==> config.mk <==
export PLATFORM = sky130hd
export DESIGN_NAME = i2c_cmd_sequencer
export DESIGN_NICKNAME = d
export VERILOG_FILES = /design/src/rtl/i2c_cmd_sequencer.sv
export SDC_FILE = /design/constraint.sdc
export NUM_CORES = 1
export LEC_CHECK = 0
export BUFFER_PORTS_ARGS = -buffer_cell sky130_fd_sc_hd__buf_4
export CAP_MARGIN = 20
export CORE_MARGIN = 8
export CORE_UTILIZATION = 50
export DETAILED_ROUTE_END_ITERATION = 8
export GPL_ROUTABILITY_DRIVEN = 1
export PLACE_DENSITY = 0.71
export SYNTH_ARGS = -nofsm -noshare
export SYNTH_HDL_FRONTEND = slang
export SYNTH_SLANG_ARGS = --single-unit
==> constraint.sdc <==
create_clock -name clk -period 3.2 [get_ports clk]
set_input_delay 0.8 -clock clk [delete_from_list [all_inputs] [get_ports clk]]
set_output_delay 0.8 -clock clk [all_outputs]
set_load 0.01 [all_outputs]
==> src/rtl/i2c_cmd_sequencer.sv <==
// Command FIFO plus one-transaction-at-a-time sequencer driving the i2c_master control pins.
// Define I2C_SEQ_TIMEOUT_EN to enable the WAIT_BUSY/WAIT_DONE timeout and rsp_err.
module i2c_cmd_sequencer #(
  parameter int ADDR_W  = 7,
  parameter int DATA_W  = 8,
  parameter int DEPTH   = 4,
  parameter int TIMEOUT = 1024
) (
  input  logic                     clk,
  input  logic                     reset,
  input  logic                     cmd_valid,
  output logic                     cmd_ready,
  input  logic [ADDR_W-1:0]        cmd_addr,
  input  logic                     cmd_rd_wr,
  input  logic [DATA_W-1:0]        cmd_data,
  output logic                     rsp_valid,
  output logic [DATA_W-1:0]        rsp_data,
  output logic                     rsp_err,
  output logic [ADDR_W-1:0]        m_address,
  output logic [DATA_W-1:0]        m_din,
  output logic                     m_rd_wr,
  output logic                     m_start,
  output logic                     m_stop,
  input  logic                     m_busy,
  input  logic [DATA_W-1:0]        m_dout,
  output logic [$clog2(DEPTH):0]   fifo_level,
  output logic                     idle
);

  localparam int PTR_W = $clog2(DEPTH);
  localparam int LVL_W = PTR_W + 1;

  typedef enum logic [2:0] {
    IDLE,
    START,
    WAIT_BUSY,
    WAIT_DONE,
    STOP,
    RESP
  } state_t;

  state_t state, state_next;

  logic [ADDR_W-1:0] mem_addr [DEPTH];
  logic [DATA_W-1:0] mem_data [DEPTH];
  logic [DEPTH-1:0]  mem_rd_wr;
  logic [PTR_W-1:0]  wr_ptr, rd_ptr;
  logic [LVL_W-1:0]  count;
  logic              full, empty, push, pop;
  logic              tmo_hit, tmo_fire, done_fire;

  assign full       = (count == LVL_W'(DEPTH));
  assign empty      = (count == '0);
  assign push       = cmd_valid && !full;
  assign pop        = (state == IDLE) && !empty;
  assign cmd_ready  = !full;
  assign fifo_level = count;
  assign idle       = (state == IDLE) && empty;

  assign done_fire = (state == WAIT_DONE) && !m_busy;
  assign tmo_fire  = tmo_hit && (((state == WAIT_BUSY) && !m_busy) ||
                                 ((state == WAIT_DONE) && m_busy));

  always_ff @(posedge clk) begin
    if (push) begin
      mem_addr[wr_ptr]  <= cmd_addr;
      mem_data[wr_ptr]  <= cmd_data;
      mem_rd_wr[wr_ptr] <= cmd_rd_wr;
    end
  end

  // Full blocks push even when a pop happens the same cycle, so level never overshoots DEPTH.
  always_ff @(posedge clk) begin
    if (reset) begin
      wr_ptr <= '0;
      rd_ptr <= '0;
      count  <= '0;
    end else begin
      if (push) wr_ptr <= wr_ptr + PTR_W'(1);
      if (pop)  rd_ptr <= rd_ptr + PTR_W'(1);
      case ({push, pop})
        2'b10:   count <= count + LVL_W'(1);
        2'b01:   count <= count - LVL_W'(1);
        default: count <= count;
      endcase
    end
  end

  always_ff @(posedge clk) begin
    if (reset) state <= IDLE;
    else       state <= state_next;
  end

  always_comb begin
    state_next = state;
    m_start    = 1'b0;
    m_stop     = 1'b0;
    rsp_valid  = 1'b0;
    case (state)
      IDLE:      if (!empty) state_next = START;
      START: begin
        m_start    = 1'b1;
        state_next = WAIT_BUSY;
      end
      WAIT_BUSY: begin
        if (m_busy)       state_next = WAIT_DONE;
        else if (tmo_hit) state_next = STOP;
      end
      WAIT_DONE: begin
        if (!m_busy || tmo_hit) state_next = STOP;
      end
      STOP: begin
        m_stop     = 1'b1;
        state_next = RESP;
      end
      RESP: begin
        rsp_valid  = 1'b1;
        state_next = IDLE;
      end
      default:   state_next = IDLE;
    endcase
  end

  // Master-side fields are loaded only on pop, so they stay put from START through STOP.
  always_ff @(posedge clk) begin
    if (reset) begin
      m_address <= '0;
      m_din     <= '0;
      m_rd_wr   <= 1'b0;
      rsp_data  <= '0;
    end else begin
      if (pop) begin
        m_address <= mem_addr[rd_ptr];
        m_din     <= mem_data[rd_ptr];
        m_rd_wr   <= mem_rd_wr[rd_ptr];
      end
      if (done_fire)     rsp_data <= m_rd_wr ? m_dout : '0;
      else if (tmo_fire) rsp_data <= '0;
    end
  end

`ifdef I2C_SEQ_TIMEOUT_EN
  localparam int CNT_W = $clog2(TIMEOUT + 1);

  logic [CNT_W-1:0] tmo_cnt;
  logic             err_q;

  assign tmo_hit = (tmo_cnt == CNT_W'(TIMEOUT - 1));
  assign rsp_err = err_q;

  // Counter restarts on entry to each wait state; tmo_hit marks the last allowed wait cycle.
  always_ff @(posedge clk) begin
    if (reset) begin
      tmo_cnt <= '0;
    end else if ((state == START) || ((state == WAIT_BUSY) && m_busy)) begin
      tmo_cnt <= '0;
    end else if (((state == WAIT_BUSY) || (state == WAIT_DONE)) && !tmo_hit) begin
      tmo_cnt <= tmo_cnt + CNT_W'(1);
    end else begin
      tmo_cnt <= '0;
    end
  end

  always_ff @(posedge clk) begin
    if (reset)          err_q <= 1'b0;
    else if (tmo_fire)  err_q <= 1'b1;
    else if (done_fire) err_q <= 1'b0;
  end
`else
  assign tmo_hit = 1'b0;
  assign rsp_err = 1'b0;
`endif

endmodule

==> results.sh, run 1 <==
export IMPL_diodes=0
export IMPL_syn_avg_cell_area_um2=14.34
export IMPL_core_area_um2=7567
export IMPL_synth_area_um2=3830
export IMPL_clk_pin_slew_ns=0.09
export IMPL_cp_required_ns=3.49
export IMPL_seqPwrFrac=0.490
export IMPL_p_leak_nw=1.616
export IMPL_r2r_end="fifo_level[2]"
export IMPL_hold_depth=2
export IMPL_status="finished, final reports clean"
export IMPL_use_met2=0.2126
export IMPL_drt_iter0_drc=85
export IMPL_worst_hold_path_type="reg2reg"
export IMPL_fp_dieH_um=103.5
export IMPL_dr_pass1_iters=4
export IMPL_grt_pass1_vias=2297
export IMPL_post_drt_wl_per_cell_um=16.63
export IMPL_hold_buffers=0
export IMPL_tightest_slew_ns=0.8741
export IMPL_post_cts_resized=0
export IMPL_port_buffers=59
export IMPL_drc=0
export IMPL_arrival_ns=2.71
export IMPL_synthCells=267
export IMPL_power_mw=3.472
export IMPL_antenna_found_initial=0
export IMPL_final_cells=427
export IMPL_final_nets=354
export IMPL_ys_seq_elements=98
export IMPL_clk_latency_ns=0.36
export IMPL_cts_setup_buffers=0
export IMPL_power_switching_mw=1.081
export IMPL_end_kind="flip-flop"
export IMPL_routabilityCongestion=0.7090
export IMPL_drv_slew=0
export IMPL_synth_cell_type_count=34
export IMPL_synth_largest_area_cell="edfxtp_1"
export IMPL_num_rows=32
export IMPL_ir_drop_mv=0.2558
export IMPL_max_cap_violations=0
export IMPL_ys_async_sr_fraction=0
export IMPL_h_tree_depth=3
export IMPL_p_sw_frac=0.3113
export IMPL_drive_above_1_share=0.3077
export IMPL_r2r_slack_ns=0.79
export IMPL_place_area_um2=4324
export IMPL_tritoncts="yes"
export IMPL_hold_viol=0
export IMPL_grtUsageMet3=0.02912
export IMPL_fmax_mhz=414.4
export IMPL_grt_util_met1=0.1698
export IMPL_synthToLayoutAreaGrowth_pct=18.10
export IMPL_reg2reg_from="state[2]"
export IMPL_setup_viol=0
export IMPL_synth_edf_count=64
export IMPL_min_period_ns=2.413
export IMPL_skew_ns=0.009204
export IMPL_synth_area_top_cells="edfxtp_1, dfxtp_1, mux4_2"
export IMPL_synth_main_ff_cell="edfxtp_1"
export IMPL_place_hpwl_um=4810
export IMPL_grt_busiest_layer="met2"
export IMPL_die_x_um=103.5
export IMPL_ys_seq_area_frac=0.6795
export IMPL_fin_setup_tns_ns=0
export IMPL_max_slew_margin=0.4173
export IMPL_p_comb_frac=0.285
export IMPL_grt_usage=0.1364
export IMPL_grt_max_degree=36
export IMPL_grt_pass1_wl_um=11630
export IMPL_viasPerCell=5.304
export IMPL_worstSetupPathType="reg2reg"
export IMPL_ant_nets=0
export IMPL_design_area_um2=4523
export IMPL_critPathMaxFanout=20
export IMPL_start_util=0.5061
export IMPL_grt_overflow=0
export IMPL_period_share=0.7541
export IMPL_dp_cells=411
export IMPL_dieArea_um2=10720
export IMPL_power_frac_clock=0.226
export IMPL_root_buffer="clkbuf_8"
export IMPL_clock_path_buffers=2
export IMPL_min_to="rsp_data[4]"
export IMPL_yosys_warnings=0
export IMPL_power_density_nw_per_um2=767.6
export IMPL_p_int_mw=2.391
export IMPL_cts_sinks=98
export IMPL_r2r_cells=8
export IMPL_synth_top_cell_area_share=0.5018
export IMPL_grt_setup_unrepaired="no"
export IMPL_boundaryPins=61
export IMPL_via_count=2265
export IMPL_wirelength_um=7102
export IMPL_syn_nets=301
export IMPL_cp_start_kind="flip-flop"
export IMPL_worstHoldStart="rsp_data[4]"
export IMPL_cts_buffers=9
power by group through the flow:
stage	clock (mW)	combinational [mW]	sequential (mW)
6_report	0.784	0.988	1.70
5_1_grt	0.854	1.10	1.73
4_1_cts	0.807	0.999	1.70
3_5_place_dp	0	0.997	1.73
3_3_place_gp	0	0.986	1.72
2_1_floorplan	0	0.645	1.70
routing by layer:
layer | vias up | part of all wire
li1 | 1108 | -
met1 | 1086 | 0.46
met2 | 59 | 0.47
met3 | 12 | 0.047
met4 | 0 | 0.023
met5 | - | 0
state kept, by name, summed over array words and instances (netlist names), 3 cells and up:
signal      cells
mem_data       32
mem_addr       28
m_address       7
state           3
m_din           8
mem_rd_wr       4
rsp_data        8
fifo_level      3
cell usage after synthesis, types with 2 or more instances:
cell,number
a21o_1,2
a21oi_1,31
and3_1,4
and3b_1,2
buf_2,7
buf_4,2
buf_6,2
clkbuf_1,10
dfxtp_1,34
edfxtp_1,64
ha_1,5
inv_1,6
mux4_2,16
nand2_1,9
nand3_1,26
nor2_1,8
nor3_2,2
o21ai_0,18
or3_1,3
xor2_1,2
layout by cell type, fill, tap and decap left out:
cell type,count
buf_4,64
clkbuf_8,9
nand3_1,26
nand3b_1,1
nor4bb_1,1
a21oi_1,31
fa_1,1
nor3_2,2
clkinv_2,2
inv_1,6
and2_1,1
or3_1,3
o21ai_0,18
clkinv_4,2
and3_1,4
inv_6,2
a31o_2,1
conb_1,1
a21o_1,2
xor2_1,2
and3b_1,2
nand2_1,9
or3b_1,1
a311oi_1,1
bufinv_16,1
mux4_2,16
or3_4,1
o21ai_1,1
nor3b_1,1
nand4bb_1,1
dfxtp_1,34
ha_1,5
nor4_1,1
edfxtp_1,64
nor2_1,8
how the worst max path moves through the flow:
stage | cells past startpoint | slack (ns) | from | endpoint
floorplan | 9 | 0.91 | fifo_level[2] | fifo_level[2]
global placement | 8 | 0.88 | state[2] | fifo_level[2]
detailed placement | 8 | 0.80 | state[2] | fifo_level[2]
CTS | 8 | 0.79 | state[2] | fifo_level[2]
global route | 8 | 0.63 | state[2] | fifo_level[2]
finish | 8 | 0.79 | state[2] | fifo_level[2]
cell type report:
class	count	area, µm²
clock buffer	9	123.9
clock inverter	7	75.07
fill	613	3044
inverter	6	22.52
multi-input combinational	141	1091
sequential	98	2603
tap	102	127.6
timing repair buffer	64	480.5
cell families (layout without fill, tap and decap cells):
logic type,Yosys count,in the layout,share of synthesized area
other,1,1,0.0009791
buffers and inverters,28,86,0.03561
and+or+nand+nor,62,62,0.08984
muxes,16,16,0.09409
xor gates and xnor gates,2,2,0.004575
adders and majority gates,6,6,0.02156
DFF,98,98,0.6795
AOI/OAI and AO/OA,54,54,0.07383
worst max-delay path, stage by stage (launching register included):
cell     delay [ns]
dfxtp_1        0.41
or3_4          0.53
nor2_1         0.16
ha_1           0.21
inv_1          0.07
fa_1           0.38
xor2_1         0.16
or3_1          0.30
a21oi_1        0.14
metrics by stage:
stage	hold WS, ns	worst slack, ns	utilization
CTS	0.4622	0.7931	0.5977
finish	0.4585	0.7868	0.5977
global placement	0.4406	0.8836	0.5714
global route	0.4783	0.6322	0.5977
floorplan	0.4762	0.9064	-
detailed placement	0.4499	0.8022	0.5714
(Power assumes the default switching activity.)
==> run 2: changes to the inputs <==
--- a/config.mk
+++ b/config.mk
@@ -5,13 +5,14 @@
 export SDC_FILE = /design/constraint.sdc
 export NUM_CORES = 1
 export LEC_CHECK = 0
+export ABC_AREA = 1
 export BUFFER_PORTS_ARGS = -buffer_cell sky130_fd_sc_hd__buf_4
 export CAP_MARGIN = 20
 export CORE_MARGIN = 8
 export CORE_UTILIZATION = 50
 export DETAILED_ROUTE_END_ITERATION = 8
 export GPL_ROUTABILITY_DRIVEN = 1
-export PLACE_DENSITY = 0.71
+export PLACE_DENSITY = 0.73
 export SYNTH_ARGS = -nofsm -noshare
 export SYNTH_HDL_FRONTEND = slang
 export SYNTH_SLANG_ARGS = --single-unit
==> constraint.sdc (replaced) <==
create_clock -name clk -period 2 [get_ports clk]
set_input_delay 0.5 -clock clk [delete_from_list [all_inputs] [get_ports clk]]
set_output_delay 0.5 -clock clk [all_outputs]
set_load 0.01 [all_outputs]
==> run 2 against run 1 <==
Effect of this change:
- register-to-register slack got worse by 0.66 ns
- sequential cell count unchanged
- global-route usage increased by 1.9 points
- clock power increased by 72%
- die area increased by 8.4%
- design area increased by 11%
- power increased by 91%
- largest cell class unchanged
==> results.sh, run 2 <==
export IMPL_crit_slowest_cell="dfxtp_1"
export IMPL_port_buffers=59
export IMPL_seqCellArea_um2=2604
export IMPL_setup_viol=0
export IMPL_clk_pin_slew_ns=0.10
export IMPL_max_slew_margin=0.5849
export IMPL_grt_pass1_vias=3059
export IMPL_n_fill_cell=672
export IMPL_synthCells=450
export IMPL_largest_register_ffs=32
export IMPL_tightest_slew_ns=0.6220
export IMPL_dr_pass1_iters=6
export IMPL_synth_top_cell_area_share=0.4561
export IMPL_core_area_um2=8175
export IMPL_ys_seq_elements=98
export IMPL_fmax_mhz=530.1
export IMPL_num_rows=33
export IMPL_end_kind="output port"
export IMPL_ys_async_sr_fraction=0
export IMPL_drt_iter0_drc=111
export IMPL_syn_avg_cell_area_um2=9.365
export IMPL_power_frac_clock=0.204
export IMPL_boundaryPins=61
export IMPL_synth_edf_count=64
export IMPL_grt_overflow=0
export IMPL_clk_latency_ns=0.36
export IMPL_p_int_mw=4.183
export IMPL_pre_cts_ws_ns=0.1603
export IMPL_dieArea_um2=11620
export IMPL_p_leak_nw=2.339
export IMPL_skew_ns=0.01223
export IMPL_synthToLayoutAreaGrowth_pct=19.27
export IMPL_seqPwrFrac=0.415
export IMPL_path_cells="inv_2 > nand2_1 > nor2_4 > nand2_2 > inv_2 > buf_4"
export IMPL_layout_commonest_cell="nand2_1"
export IMPL_worst_hold_path_type="in2reg"
export IMPL_critPathMaxFanout=6
export IMPL_synth_most_common_cell="nand2_1"
export IMPL_post_drt_wl_per_cell_um=14.07
export IMPL_layout_setup_ws_ns=0.1134
export IMPL_grt_pass1_wl_um=14160
export IMPL_cts_setup_buffers=0
export IMPL_path_buf_inv=3
export IMPL_antenna_found_initial=0
export IMPL_synth_common_cells="nand2_1, inv_1, edfxtp_1"
export IMPL_ant_nets=0
export IMPL_largest_register="mem_data"
export IMPL_drv_slew=0
export IMPL_syn_nets=484
export IMPL_synth_main_ff_cell="edfxtp_1"
export IMPL_grt_max_degree=19
export IMPL_drive_above_1_share=0.2095
export IMPL_final_cell_mix="nand2_1, inv_1, buf_4"
export IMPL_cp_required_ns=1.50
export IMPL_clock_path_buffers=2
export IMPL_ys_seq_area_frac=0.6176
export IMPL_synth_largest_area_cell="edfxtp_1"
export IMPL_crit_path_frequent_cell="inv_2"
export IMPL_power_mw=6.623
export IMPL_final_nets=554
export IMPL_routabilityCongestion=0.8329
export IMPL_place_hpwl_um=6059
export IMPL_ir_drop_mv=0.6336
export IMPL_viasPerCell=4.897
export IMPL_power_switching_mw=2.440
export IMPL_tritoncts="yes"
export IMPL_cts_buffers=9
export IMPL_synth_area_top_cells="edfxtp_1, dfxtp_1, nand2_1"
export IMPL_via_count=3085
export IMPL_status="finished, final reports clean"
export IMPL_cp_start_kind="flip-flop"
export IMPL_wirelength_um=8865
export IMPL_synth_area_um2=4214
export IMPL_h_tree_depth=3
export IMPL_grt_usage=0.1552
export IMPL_p_sw_frac=0.3684
export IMPL_diodes=0
export IMPL_max_cap_violations=0
export IMPL_power_density_nw_per_um2=1318
export IMPL_multi_input_area_um2=1184
export IMPL_grt_setup_unrepaired="no"
export IMPL_die_x_um=107.8
export IMPL_cts_sinks=98
export IMPL_reg_top3="mem_data (32), mem_addr (28)"
export IMPL_yosys_warnings=0
export IMPL_start_util=0.5155
export IMPL_synth_cell_type_count=28
export IMPL_drc=0
export IMPL_root_buffer="clkbuf_8"
export IMPL_min_period_ns=1.887
export IMPL_worstSetupPathType="reg2out"
export IMPL_hold_viol=0
export IMPL_arrival_ns=1.39
export IMPL_crit_path_max_incr_delay_ns=0.33
export IMPL_cp_top_family="simple AND/OR/NAND/NOR gates"
export IMPL_period_share=0.9433
export IMPL_fp_dieH_um=107.8
export IMPL_fin_setup_tns_ns=0
export IMPL_p_comb_frac=0.381
==> run 2: cell count changes after synthesis, sizes merged, moves of 2 or more <==
cell and delta:
mux4 -16, inv +81, a21oi -17, clkbuf -6, nand2 +96, and3 -4, or3 -4, nand3 +20
a21o -2, nor2 +40, nand4 +3, o21ai +3, and3b -2
==> run 2: logic make-up (layout without fill, tap and decap cells) <==
family | Yosys count | count (layout) | share of synthesized area
and+or+nand+nor | 204 | 204 | 0.2141
xor gates and xnor gates | 1 | 1 | 0.002079
adders and majority gates | 6 | 6 | 0.01960
AOI/OAI and AO/OA | 36 | 36 | 0.04364
DFF | 98 | 98 | 0.6176
buffers and inverters | 104 | 179 | 0.1021
other | 1 | 1 | 0.0008899
==> run 2: power by group through the flow <==
stage | Clock, mW | Combinational [mW] | Sequential (mW)
after floorplan | 0 | 1.64 | 2.83
after global placement | 0 | 2.45 | 2.77
after detailed placement | 0 | 2.52 | 2.79
after CTS | 1.37 | 2.54 | 2.74
after global routing | 1.45 | 2.83 | 2.78
final | 1.35 | 2.52 | 2.75
==> run 2: layout make-up <==
| cell class | count | share of cell area |
|---|---|---|
| multi-input combinational | 248 | 0.2355 |
| clock buffer | 10 | 0.02539 |
| timing repair buffer | 76 | 0.1135 |
| inverter | 87 | 0.06497 |
| clock inverter | 6 | 0.01643 |
| tap | 105 | 0.02614 |
| sequential | 98 | 0.5180 |
==> run 2: per-layer routing <==
metal | vias to the layer above | global-route usage | wire length (µm)
met5 | - | 0 | 0
met4 | 0 | 0.07830 | 158
met3 | 16 | 0.04251 | 522
met2 | 105 | 0.2618 | 4469
met1 | 1415 | 0.1765 | 3715
li1 | 1549 | - | -
==> run 2: worst register-to-register path, delay by kind of cell, from the launching register on <==
| family | cells | cell delay (ns) |
|---|---|---|
| buffers and inverters | 1 | 0.07 |
| AND/OR/NAND/NOR | 5 | 0.55 |
| flip-flops | 1 | 0.40 |
| AO/OA/AOI/OAI | 2 | 0.21 |
| adder cells (fa/ha/maj) | 2 | 0.55 |
==> run 2: final timing paths <==
| check | cells after the start | start | end | slack, ns |
|---|---|---|---|---|
| hold reg to reg | 2 | rsp_data[4] | rsp_data[4] | 0.47 |
| setup / recovery | 6 | fifo_level[0] | idle | 0.11 |
| setup reg to reg | 10 | state[0] | fifo_level[2] | 0.13 |
| hold / removal | 1 | cmd_addr[4] | mem_addr[2][4] | 0.34 |
==> run 2: repair_timing <==
| action | in CTS | in global routing |
|---|---|---|
| resized for setup | 0 | 3 |
| hold buffers | 0 | 0 |
| endpoints found under the setup margin | 0 | 2 |
| hold endpoints to repair | 0 | 0 |
==> run 2: metrics by stage <==
stage | cells | util | instance area (µm²) | hold slack, ns
after floorplan | 450 | - | 4214 | 0.4885
after global placement | 614 | 0.5886 | 4812 | 0.4579
after detailed placement | 614 | 0.5886 | 4812 | 0.4610
after CTS | 630 | 0.6143 | 5022 | 0.3266
after global routing | 630 | 0.6148 | 5026 | 0.3256
final | 630 | 0.6148 | 5026 | 0.3381
